===== config.mk =====
export PLATFORM = sky130hd
export DESIGN_NAME = pipeline_stage3
export DESIGN_NICKNAME = d
export VERILOG_FILES = /design/src/rtl/jsp_control_pkg.sv /design/src/rtl/pipeline_stage3_onehot_decoder.sv /design/src/rtl/pipeline_stage3.sv
export SDC_FILE = /design/constraint.sdc
export NUM_CORES = 1
export LEC_CHECK = 0
export ABC_AREA = 0
export CORE_ASPECT_RATIO = 0.75
export CORE_MARGIN = 3
export CORE_UTILIZATION = 45
export CTS_BUF_LIST = sky130_fd_sc_hd__clkbuf_16
export CTS_CLUSTER_DIAMETER = 80
export DETAILED_ROUTE_END_ITERATION = 16
export PLACE_DENSITY = 0.95
export SYNTH_ARGS = -nofsm -noshare
export SYNTH_HDL_FRONTEND = slang
export SYNTH_SLANG_ARGS = --single-unit

===== constraint.sdc =====
create_clock -name clk -period 3.45 [get_ports clk]
set_input_delay 0.69 -clock clk [delete_from_list [all_inputs] [get_ports clk]]
set_output_delay 0.69 -clock clk [all_outputs]
set_load 0.005 [all_outputs]

===== src/rtl/jsp_control_pkg.sv =====
// Shared control-word layout, increment-select codes and execute-stage state encoding.
package jsp_control_pkg;

  localparam int CTRL_W  = 16;
  localparam int INSTR_W = 8;

  // Control-word field positions
  localparam int ASSERT_LSB  = 0;
  localparam int ASSERT_MSB  = 3;
  localparam int LOAD_LSB    = 4;
  localparam int LOAD_MSB    = 7;
  localparam int INC_LSB     = 8;
  localparam int INC_MSB     = 9;
  localparam int ADDR_LSB    = 10;
  localparam int ADDR_MSB    = 12;
  localparam int BUS_REQ_BIT = 13;
  localparam int PCRA_BIT    = 14;
  localparam int BREAK_BIT   = 15;

  typedef enum logic [1:0] {
    INC_NONE = 2'd0,
    INC_SP   = 2'd1,
    INC_SI   = 2'd2,
    INC_DI   = 2'd3
  } inc_sel_e;

  typedef enum logic [1:0] {
    S_RUN      = 2'd0,
    S_BUS_WAIT = 2'd1,
    S_HALT     = 2'd2,
    S_FAULT    = 2'd3
  } state_e;

endpackage


===== src/rtl/pipeline_stage3_onehot_decoder.sv =====
// Select code plus enable to one-hot strobe; code 0 means "nothing selected".
module onehot_decoder #(
  parameter int SEL_WIDTH = 4
) (
  input  logic [SEL_WIDTH-1:0]      sel,
  input  logic                      en,
  output logic [2**SEL_WIDTH-1:0]   onehot
);

  // Single bit set at the selected position; code 0 stays all-zero
  always_comb begin
    onehot = '0;
    if (en && (sel != '0)) onehot[sel] = 1'b1;
  end

endmodule


===== src/rtl/pipeline_stage3.sv =====
// Execute stage: registers the control word, decodes strobes, runs the bus-request
// handshake with timeout and the break/halt handshake, and stalls upstream while waiting.
module pipeline_stage3
  import jsp_control_pkg::*;
#(
  parameter int SEL_WIDTH   = 4,
  parameter int BUS_TIMEOUT = 255
) (
  input  logic                      clk,
  input  logic                      reset_n,
  input  logic [CTRL_W-1:0]         controls_in,
  input  logic [INSTR_W-1:0]        instruction_in,
  input  logic                      bus_grant,
  input  logic                      resume,
  output logic                      stall,
  output logic [2**SEL_WIDTH-1:0]   assert_en,
  output logic [2**SEL_WIDTH-1:0]   load_en,
  output logic                      inc_sp,
  output logic                      inc_si,
  output logic                      inc_di,
  output logic [2:0]                addr_select,
  output logic                      bus_request,
  output logic                      pcra_flip,
  output logic                      halted,
  output logic                      bus_fault,
  output logic [INSTR_W-1:0]        instruction_out
);

  // Counter is at least one bit wide so a disabled timeout still elaborates
  localparam int               CNT_W       = (BUS_TIMEOUT > 0) ? $clog2(BUS_TIMEOUT + 1) : 1;
  localparam logic [CNT_W-1:0] CNT_MAX     = '1;
  localparam logic [CNT_W-1:0] TIMEOUT_VAL = CNT_W'(BUS_TIMEOUT);

  logic [CTRL_W-1:0]  ctrl_q;
  logic [INSTR_W-1:0] instr_q;
  state_e             state, state_nxt;
  logic [CNT_W-1:0]   wait_cnt, wait_cnt_nxt;
  logic               fire;
  logic               req_q, brk_q;
  logic [1:0]         inc_q;

  assign req_q = ctrl_q[BUS_REQ_BIT];
  assign brk_q = ctrl_q[BREAK_BIT];
  assign inc_q = ctrl_q[INC_MSB:INC_LSB];

  // The registered word executes in RUN unless it needs a bus not yet granted,
  // or in BUS_WAIT on the cycle the grant shows up (grant beats timeout)
  always_comb begin
    fire = ((state == S_RUN) && !(req_q && !bus_grant)) ||
           ((state == S_BUS_WAIT) && bus_grant);
  end

  assign stall = ~fire;

  // Control/instruction capture; held whenever this stage stalls
  always_ff @(posedge clk or negedge reset_n) begin
    if (!reset_n) begin
      ctrl_q  <= '0;
      instr_q <= '0;
    end else if (!stall) begin
      ctrl_q  <= controls_in;
      instr_q <= instruction_in;
    end
  end

  // State and wait counter registers
  always_ff @(posedge clk or negedge reset_n) begin
    if (!reset_n) begin
      state    <= S_RUN;
      wait_cnt <= '0;
    end else begin
      state    <= state_nxt;
      wait_cnt <= wait_cnt_nxt;
    end
  end

  // Next-state logic for bus wait, timeout and break handling
  always_comb begin
    state_nxt    = state;
    wait_cnt_nxt = wait_cnt;
    unique case (state)
      S_RUN: begin
        if (req_q && !bus_grant) begin
          state_nxt    = S_BUS_WAIT;
          wait_cnt_nxt = CNT_W'(1);
        end else if (brk_q) begin
          state_nxt = S_HALT;   // break word's strobes fire this cycle
        end
      end
      S_BUS_WAIT: begin
        if (bus_grant) begin
          state_nxt    = brk_q ? S_HALT : S_RUN;
          wait_cnt_nxt = '0;
        end else if ((BUS_TIMEOUT != 0) && (wait_cnt == TIMEOUT_VAL)) begin
          state_nxt = S_FAULT;
        end else if (wait_cnt != CNT_MAX) begin
          wait_cnt_nxt = wait_cnt + CNT_W'(1);
        end
      end
      S_HALT: begin
        if (resume) state_nxt = S_RUN;
      end
      S_FAULT: begin
        state_nxt = S_FAULT;    // sticky until reset
      end
      default: state_nxt = S_RUN;
    endcase
  end

  onehot_decoder #(.SEL_WIDTH(SEL_WIDTH)) u_assert_dec (
    .sel    (ctrl_q[ASSERT_LSB +: SEL_WIDTH]),
    .en     (fire),
    .onehot (assert_en)
  );

  onehot_decoder #(.SEL_WIDTH(SEL_WIDTH)) u_load_dec (
    .sel    (ctrl_q[LOAD_LSB +: SEL_WIDTH]),
    .en     (fire),
    .onehot (load_en)
  );

  // Gated strobes and status outputs
  always_comb begin
    inc_sp      = fire && (inc_q == INC_SP);
    inc_si      = fire && (inc_q == INC_SI);
    inc_di      = fire && (inc_q == INC_DI);
    pcra_flip   = fire && ctrl_q[PCRA_BIT];
    addr_select = ctrl_q[ADDR_MSB:ADDR_LSB];
    bus_request = req_q && ((state == S_RUN) || (state == S_BUS_WAIT));
    halted      = (state == S_HALT);
    bus_fault   = (state == S_FAULT);
  end

  assign instruction_out = instr_q;

endmodule


==> results.json <==
{
  "timing.fmax_mhz": 302,
  "hold_depth": 2,
  "cellLeakagePower_nw": 1.20,
  "end_kind": "primary output",
  "post_cts.repair.setup_buffers": 0,
  "grt_pass1_wl_mm": 8.09,
  "rr_startpoint": "wait_cnt[0]",
  "die_height_um": 60.6,
  "ir_worst_vdd_v": 0.000707,
  "antenna_found_initial": 0,
  "cp_slowest_cell": "clkdlybuf4s50_1",
  "root_buffer": "clkbuf_16",
  "fin_setup_tns_ps": 0,
  "worstPathRequired_ps": 2760,
  "cts_buffers": 5,
  "hold_ws_ps": 464,
  "ant_nets": 0,
  "crit_family": "buffers and inverters",
  "hpwl_mm": 3.65,
  "min_path_type": "register to register",
  "status": "finished, final reports clean",
  "syn_inst": 224,
  "wl_mm": 4.90,
  "crit_chain": "clkdlybuf4s50_1 -> o21a_2 -> inv_2 -> nor4_1 -> clkdlybuf4s50_1",
  "start_util_pct": 47.8,
  "r2r_slack_ps": 1730,
  "routed-via-count": 1829,
  "cts_tree": "done",
  "min_period_ps": 3310,
  "cts_sinks": 34,
  "cp_max_fo": 13,
  "slew_violations": 0,
  "final_common_cell": "nand2_1",
  "hp-start": "ctrl_q[14]",
  "ff_latch_area_um2": 851,
  "power_density_mw_per_mm2": 721,
  "arrival_ps": 2620,
  "dieWidth_um": 78.7,
  "fillCellCount": 285,
  "fp-row-count": 19,
  "dieArea_mm2": 0.00477,
  "post-place-ws_ps": 183,
  "reg2reg_depth": 5,
  "clk_latency_ps": 280,
  "rsz0062_at_grt": "false",
  "clk_path_buf_depth": 2,
  "finalSetupViolations": 0,
  "yosys_warnings": 0,
  "hold-path-endpoint": "ctrl_q[14]",
  "wl_per_cell_um": 13.8,
  "vias_per_cell": 5.14,
  "critPathLaunchType": "input pin",
  "io_buffers": 76,
  "avgSynthCellArea_um2": 7.97,
  "htree_levels": 2,
  "clk_pin_slew_ps": 50,
  "netlist_area_mm2": 0.00179,
  "pin_count": 79,
  "grt_max_degree": 35,
  "final_nets": 332,
  "hold_buffers": 0,
  "crit_path_frequent_cell": "clkdlybuf4s50_1",
  "cpPeakStageDelay_ps": 580,
  "diodes": 0,
  "fin_skew_ps": 6.37,
  "seq_area_frac_synth_pct": 47.7,
  "cts_resized": 0,
  "grt_pass1_vias": 1765,
  "first_iter_violations": 142,
  "coreArea_mm2": 0.00373,
  "setup_ws_ps": 140,
  "gp_congestion": 0.911,
  "dr.pass1.iters": 4,
  "mostFrequentLayoutCells": "77 x nand2_1, 76 x clkdlybuf4s50_1, 34 x dfrtp_1, 24 x nor2_1, 8 x nor4_1",
  "reg2reg_to": "wait_cnt[0]",
  "crit_type": "input pin to primary output",
  "crit_buf_inv": 3,
  "synth_cell_type_count": 38,
  "syn2layout_area_growth_pct": 53.3,
  "post-route-period-util_pct": 95.9,
  "hold_viol_final": 0,
  "ys_ff_latch": 34,
  "drc": 0,
  "maxCapViolations": 0,
  "grt.total_usage_pct": 21.7,
  "multi_input_area_um2": 855,
  "overflow": 0,
  "drive_gt1_share_pct": 7.57
}
-- flip-flops by register name, summed over array words and instances, names as in the netlist --
| name | count |
|---|---|
| ctrl_q | 16 |
| instruction_out | 8 |
| wait_cnt | 8 |
| state | 2 |
-- cell type report --
class	count	share of cell area (%)
Multi-Input combinational cell	175	31.2
Sequential cell	34	31.1
Timing Repair Buffer	82	29.4
Clock buffer	5	4.57
Tap cell	52	2.38
Inverter	5	0.686
Clock inverter	3	0.594
-- cells in the mapped netlist --
| cell type | instances | area [um2] |
|---|---|---|
| nand4_1 | 1 | 6.26 |
| and3_1 | 2 | 12.5 |
| nor2_1 | 24 | 90.1 |
| nor3_1 | 7 | 35.0 |
| a21oi_1 | 7 | 35.0 |
| nand2_1 | 77 | 289 |
| nor3b_1 | 1 | 7.51 |
| a211oi_1 | 1 | 7.51 |
| a32oi_1 | 1 | 8.76 |
| and4_4 | 1 | 11.3 |
| and3_4 | 1 | 11.3 |
| inv_1 | 3 | 11.3 |
| conb_1 | 1 | 3.75 |
| a21oi_2 | 1 | 8.76 |
| nand2b_1 | 6 | 37.5 |
| dfrtp_1 | 34 | 851 |
| a31o_2 | 2 | 17.5 |
| a41oi_1 | 1 | 8.76 |
| nand3b_1 | 4 | 30.0 |
| nand3_1 | 7 | 35.0 |
| or4_1 | 1 | 7.51 |
| o21a_2 | 1 | 8.76 |
| clkbuf_1 | 2 | 7.51 |
| inv_2 | 2 | 7.51 |
| o21ai_0 | 6 | 30.0 |
| nor4_1 | 8 | 50.1 |
| a21o_2 | 1 | 8.76 |
| a31oi_1 | 3 | 18.8 |
| and2_4 | 1 | 8.76 |
| a32o_1 | 1 | 10.0 |
| a21o_1 | 2 | 15.0 |
| and2_1 | 1 | 6.26 |
| buf_4 | 5 | 37.5 |
| nor2b_1 | 1 | 6.26 |
| buf_2 | 4 | 20.0 |
| ha_1 | 1 | 12.5 |
| o31ai_1 | 1 | 7.51 |
| o21ai_1 | 1 | 5.00 |
-- cells by family (layout without fill, tap and decap cells) --
kind of cell / count (synthesis) / count (layout) / share of synthesized area [%]
AND/OR/NAND/NOR: 143 / 143 / 36.1
flip-flops: 34 / 34 / 47.7
AO/OA/AOI/OAI: 29 / 29 / 10.7
buffers and inverters: 16 / 95 / 4.70
adder cells (fa/ha/maj): 1 / 1 / 0.701
other: 1 / 2 / 0.210
-- where the power goes --
group	internal, mW	switching [mW]
Combinational	0.412	0.394
Clock	0.263	0.156
Sequential	0.565	0.183
-- metal layers --
layer	wire, um	global-route usage, %
met2	2310	37.1
met1	2270	27.5
met5	0	0
met3	299	7.27
met4	27	3.99
-- metrics by stage --
| stage | power [mW] | area (um2) | utilization [%] | std cells |
|---|---|---|---|---|
| 2_1_floorplan | 1.15 | 1790 | - | 225 |
| 3_3_place_gp | 1.52 | 2590 | 69.5 | 348 |
| 3_5_place_dp | 1.55 | 2590 | 69.5 | 348 |
| 4_1_cts | 1.98 | 2740 | 73.3 | 356 |
| 5_1_grt | 2.12 | 2740 | 73.3 | 356 |
| 6_report | 1.97 | 2740 | 73.3 | 356 |
-- worst max path at each step --
| stage | from | end | slack (ps) | depth (start not counted) |
|---|---|---|---|---|
| floorplan | bus_grant | assert_en[3] | 1410 | 4 |
| global placement | bus_grant | assert_en[4] | 200 | 5 |
| detailed placement | bus_grant | load_en[1] | 180 | 5 |
| CTS | bus_grant | assert_en[4] | 160 | 5 |
| global route | bus_grant | assert_en[4] | 50 | 5 |
| finish | bus_grant | load_en[1] | 140 | 5 |
-- worst min-delay path, delay by kind of cell (launching register included) --
kind,cells,cell delay [ps]
flops,1,330
simple gates,2,100
No activity file was read; power rests on OpenSTA's default activity.
